<file path="config.mk">
export PLATFORM = sky130hd
export DESIGN_NAME = fixedtofloat_jrt
export DESIGN_NICKNAME = d
export VERILOG_FILES = /design/src/rtl/fixedtofloat_pkg.sv /design/src/rtl/clz32.sv /design/src/rtl/fixedtofloat_jrt.sv
export SDC_FILE = /design/constraint.sdc
export NUM_CORES = 1
export LEC_CHECK = 0
export BUFFER_PORTS_ARGS = -buffer_cell sky130_fd_sc_hd__buf_2
export CORE_MARGIN = 2
export CORE_UTILIZATION = 50
export CTS_CLUSTER_SIZE = 25
export DETAILED_ROUTE_END_ITERATION = 10
export PLACE_DENSITY_LB_ADDON = 0.08
export SYNTH_ARGS = -nofsm -noshare
export SYNTH_HDL_FRONTEND = slang
export SYNTH_SLANG_ARGS = --single-unit
</file>
<file path="constraint.sdc">
create_clock -name clock -period 2.4 [get_ports clock]
set_input_delay 0.24 -clock clock [delete_from_list [all_inputs] [get_ports clock]]
set_output_delay 0.24 -clock clock [all_outputs]
set_load 0.01 [all_outputs]
</file>
<file path="src/rtl/fixedtofloat_pkg.sv">
// rtl/fixedtofloat_pkg.sv - shared types and float-format constants for the fixed-to-float block
//
// Purpose: sequencer state encoding and IEEE-754 single-precision field sizes.
package fixedtofloat_pkg;

  typedef enum logic [2:0] {
    IDLE,
    ABS,
    LZC,
    NORM,
    ROUND,
    PACK
  } state_t;

  localparam int FLT_BIAS   = 127;
  localparam int FLT_EXP_W  = 8;
  localparam int FLT_MANT_W = 23;

endpackage

</file>
<file path="src/rtl/clz32.sv">
// rtl/clz32.sv - combinational 32-bit leading-zero counter
//
// Purpose: counts leading zeros of a 32-bit word, returning 32 for an all-zero word.
// Ports:
//   value  in   32  word to examine
//   count  out   6  number of leading zeros, 0..32
module clz32 (
  input  logic [31:0] value,
  output logic [5:0]  count
);

  // Scan from the LSB upward so the highest set bit wins last.
  always_comb begin
    count = 6'd32;
    for (int i = 0; i < 32; i++) begin
      if (value[i]) begin
        count = 6'(31 - i);
      end
    end
  end

endmodule

</file>
<file path="src/rtl/fixedtofloat_jrt.sv">
// rtl/fixedtofloat_jrt.sv - signed fixed-point to IEEE-754 single converter, run_req/run_busy method
//
// Purpose: six-step sequencer (IDLE, ABS, LZC, NORM, ROUND, PACK) converting a signed
//          Q(31-FRAC_BITS).FRAC_BITS word to a float with round-to-nearest-even.
// Ports:
//   clock            in    1  system clock
//   reset_n          in    1  asynchronous active-low reset
//   ce               in    1  clock enable; all state frozen while low
//   i_run_req        in    1  conversion request, sampled only while idle
//   o_run_busy       out   1  high while a conversion is in progress
//   o_run_return     out  32  float result, held until the next completion
//   i_run_input_a_0  in   32  signed fixed-point operand
module fixedtofloat_jrt
  import fixedtofloat_pkg::*;
#(
  parameter int FRAC_BITS = 16
) (
  input  logic        clock,
  input  logic        reset_n,
  input  logic        ce,
  input  logic        i_run_req,
  output logic        o_run_busy,
  output logic [31:0] o_run_return,
  input  logic [31:0] i_run_input_a_0
);

  // Exponent of a value whose top set bit sits at position 31 of the magnitude.
  localparam logic [8:0] EXP_BASE = 9'(FLT_BIAS + 31 - FRAC_BITS);

  state_t state_q, state_d;

  logic [31:0]           a_q;
  logic                  sign_q;
  logic [31:0]           mag_q;
  logic [5:0]            lz_q;
  logic                  zero_q;
  logic [30:0]           norm_q;     // bit 31 of the normalised word is the implicit one
  logic [8:0]            exp_q;
  logic [FLT_MANT_W-1:0] mant_q;
  logic [31:0]           ret_q;

  logic [5:0]  lz_count;
  logic [32:0] neg_a;
  logic        round_up;
  logic [23:0] mant_sum;

  clz32 u_clz32 (
    .value (mag_q),
    .count (lz_count)
  );

  // 33-bit negate so that -(2^31) yields a magnitude of 2^31 rather than wrapping.
  assign neg_a    = 33'd0 - {a_q[31], a_q};
  assign round_up = norm_q[7] & ((|norm_q[6:0]) | norm_q[8]);
  assign mant_sum = {1'b0, norm_q[30:8]} + {23'd0, round_up};

  always_comb begin
    state_d = state_q;
    case (state_q)
      IDLE:    if (i_run_req) state_d = ABS;
      ABS:     state_d = LZC;
      LZC:     state_d = NORM;
      NORM:    state_d = ROUND;
      ROUND:   state_d = PACK;
      PACK:    state_d = IDLE;
      default: state_d = IDLE;
    endcase
  end

  always_ff @(posedge clock or negedge reset_n) begin
    if (!reset_n) begin
      state_q <= IDLE;
      a_q     <= '0;
      sign_q  <= 1'b0;
      mag_q   <= '0;
      lz_q    <= '0;
      zero_q  <= 1'b0;
      norm_q  <= '0;
      exp_q   <= '0;
      mant_q  <= '0;
      ret_q   <= '0;
    end else if (ce) begin
      state_q <= state_d;
      case (state_q)
        IDLE: begin
          if (i_run_req) a_q <= i_run_input_a_0;
        end
        ABS: begin
          sign_q <= a_q[31];
          mag_q  <= a_q[31] ? neg_a[31:0] : a_q;
        end
        LZC: begin
          lz_q   <= lz_count;
          zero_q <= (mag_q == 32'd0);
        end
        NORM: begin
          norm_q <= 31'(mag_q << lz_q);
          exp_q  <= EXP_BASE - {3'b000, lz_q};
        end
        ROUND: begin
          // A carry out of the 23-bit field means the mantissa rolled to 1.0 of the next binade.
          if (mant_sum[23]) begin
            mant_q <= '0;
            exp_q  <= exp_q + 9'd1;
          end else begin
            mant_q <= mant_sum[22:0];
          end
        end
        PACK: begin
          ret_q <= zero_q ? 32'h0 : {sign_q, exp_q[FLT_EXP_W-1:0], mant_q};
        end
        default: ;
      endcase
    end
  end

  assign o_run_busy   = (state_q != IDLE);
  assign o_run_return = ret_q;

endmodule

</file>
==> impl_results.md <==
* Status: finished clean
* CP Launch Type: flip-flop
* Design Area, Final at 10,800 sq um
* Synthesis-to-finish area growth at 14.1%
* Setup bufs post-CTS at 0
* Drc violations at 0
* Placed cells at 1,292
* Clock sink count at 169
* Fin crit share at 92.6%
* FP Rows at 50
* Core area at 18,600 sq um
* Worst vdd ir at 0.800 mV
* Net Count, Synth at 1,054
* Final GP Congestion at 0.901
* Initial core utilization at 50.8%
* Synth cell types at 74
* Fillers at 1,738
* Fin crit period at roughly 2.2 ns
* Maxcap violations at 0
* Finished Layout Cells at 1,325
* Slew @ Worst Pin at 0.749 ns
* Initial DRC count at approximately 440
* Initial antenna violation count at 0
* First-pass GRT wire length at roughly 36,000 um
* Commonest non-fill, non-tap cell in the layout: dfrtp_1
* Die width at 142 um
* Clk_skew at approximately 0.011 ns
* PwrDens at about 1300 nW/um^2
* Nets@finish at 1,118
* Unrepaired setup endpoints after global routing: no
* Crit path max-delay cell type: or3b_4
* Highest Clock Rate at 450 MHz
* Most frequent cells in the layout: 169 x dfrtp_1, 165 x nand2_1, 125 x o21ai_0
* Detailed Place HPWL at 15,900 um
* Setup crit end kind: flip-flop
* H-tree depth at 4
* Via count at 7,435
* Setup TNS at 0 ns
* Synth Cell Area at 9460 sq um
* Final Slew Violations at 0
* Ant diodes at 0
* Async set-reset flop share out of synthesis at 100%
* Vias per cell at 5.61
* CP Cell Sequence: or3_4, or3b_4, nand4b_1, o31ai_1, xor2_1, o21ai_1
* Ys Warns at 0
* Setup CP Type: flip-flop to flip-flop
* Clock-pin transition on the worst setup and hold timing paths at around 0.070 ns
* TritonCTS clock tree: yes
* Max incr delay on CP at 0.45 ns
* Fraction of layout cells with a size suffix above 1 at 19.2%
* Crit Path Max Fanout at 6
* Final hold violation count at 0
* CTS root buf: clkbuf_16
* Register bit total from synthesis at 169
* WP data arrival at 2.52 ns
* Cells after Synth at slightly above 1,000
* Full die area at 20,000 sq um
* Total gr overflow at 0
* Clock buffer depth at 2
* Initial DRT Pass Iterations at 7
* Final WL at around 21,000 um
* Post-synth EDFFs at 0
* TritonCTS buffer count at 17
* Req. time, crit path at about 2.7 ns
* Worst-Skew Late Latency at approximately 0.43 ns
* Slew headroom at between 50% and 60%
* Top-level I/O count at between 60 and 70
* Dpl ws at 0.168 ns
* WP buf/inv at 0
* Pin count of the biggest net entering global routing at 71
* Hold crit path type: input pin to flip-flop
* Setup WS post-layout at 0.177 ns
* Die height at around 140 um
* Main synth FF type: dfrtp_1
* Critical path's top delay family: simple AND/OR/NAND/NOR gates
* Number of global-route vias before repair at between 7,000 and 8,000
* Post-placement cell area at 10,200 sq um
* ANT nets after route at 0
* Final setup viols at 0
* Tot GR Track Use at between 20% and 30%
* Syn avg cell area at 9.33 sq um
* Leakage at 4.82 nW
* Number of port buffers at 68
* DR WL/cell at 16.2 um
* Register area share after synthesis at approximately 45%
metal layers:
layer / vias up / GRT usage [%] / routed length, um
li1: 3762 / - / -
met1: 3490 / 30.0 / 9930
met2: 145 / 37.4 / 10400
met3: 38 / 2.50 / 554
met4: 0 / 9.74 / 624
met5: - / 0 / 0
tightest hold or removal path, stage by stage:
cell and delay [ns]:
buf_2 0.08, nand2_1 0.04, o21ai_0 0.05
worst paths after layout:
| path | startpoint | to | slack [ns] | cells after the start |
|---|---|---|---|---|
| worst min register to register | o_run_return[3] | o_run_return[3] | 0.47 | 2 |
| worst max register to register | a_q[2] | mag_q[28] | 0.18 | 6 |
| worst min-delay path | i_run_input_a_0[0] | a_q[0] | 0.02 | 3 |
| min in group asynchronous | reset_n | o_run_return[26] | 0.40 | 2 |
| worst max-delay path | a_q[2] | mag_q[28] | 0.18 | 6 |
| max in group asynchronous | reset_n | mant_q[19] | 1.31 | 3 |
repair_timing:
| item | CTS | global route |
|---|---|---|
| setup endpoints to repair | 0 | 1 |
| hold buffers | 1 | 0 |
| endpoints found under the hold margin | 67 | 0 |
| resized for setup | 0 | 0 |
kinds of logic after synthesis:
family,share of synthesized area [%]
simple gates,18.8
flops,44.7
buf+inv,3.15
compound gates,18.1
xor+xnor,4.81
mux,9.88
fa+ha+maj,0.529
synthesized netlist by cell type (all sizes together) (7+ instances only):
| cell | number | area, sq um |
|---|---|---|
| dfrtp | 169 | 4230 |
| nand2 | 166 | 623 |
| o21ai | 129 | 646 |
| nor2 | 51 | 199 |
| mux2 | 49 | 552 |
| clkbuf | 42 | 158 |
| xor2 | 42 | 368 |
| nand2b | 40 | 258 |
| a21oi | 33 | 165 |
| mux2i | 27 | 270 |
| o31ai | 21 | 158 |
| nand3 | 19 | 95.1 |
| a211oi | 17 | 128 |
| buf | 17 | 80.1 |
| inv | 16 | 60.1 |
| nor3 | 13 | 75.1 |
| and2 | 12 | 75.1 |
| nor2b | 12 | 75.1 |
| o22ai | 10 | 62.6 |
| xnor2 | 10 | 87.6 |
| nor4 | 9 | 86.3 |
| nand4 | 8 | 50.1 |
| and3 | 7 | 43.8 |
| o211ai | 7 | 52.6 |
| o41ai | 7 | 83.8 |
| or4 | 7 | 56.3 |
area by class of cell:
class | instances | area [sq um] | area share, %
Multi-Input combinational cell | 770 | 4940 | 45.8
Sequential cell | 169 | 4230 | 39.2
Tap cell | 234 | 293 | 2.71
Inverter | 16 | 60.1 | 0.556
Clock buffer | 21 | 470 | 4.36
Timing Repair Buffer | 104 | 682 | 6.32
Clock inverter | 11 | 114 | 1.05
state kept, by name (all words and copies together), names as in the netlist:
register      count
o_run_return     32
a_q              32
sign_q            1
mag_q            32
state_q           3
norm_q           31
zero_q            1
mant_q           23
lz_q              6
exp_q             8
report_power, final:
part           internal, mW  switching (mW)
logic                  2.92            3.43
clock network          1.53            1.19
registers              4.07            1.40
total                  8.52            6.02
metrics by stage:
step | util, % | power, mW | hold slack (ns)
after floorplan | - | 9.80 | -0.0556
after global placement | 54.7 | 11.8 | 0.292
after detailed placement | 54.7 | 11.9 | 0.291
after CTS | 57.9 | 14.6 | 0.0171
after global routing | 57.9 | 15.7 | 0.0343
final | 57.9 | 14.5 | 0.0244
Power figures use the tool's default switching activity.
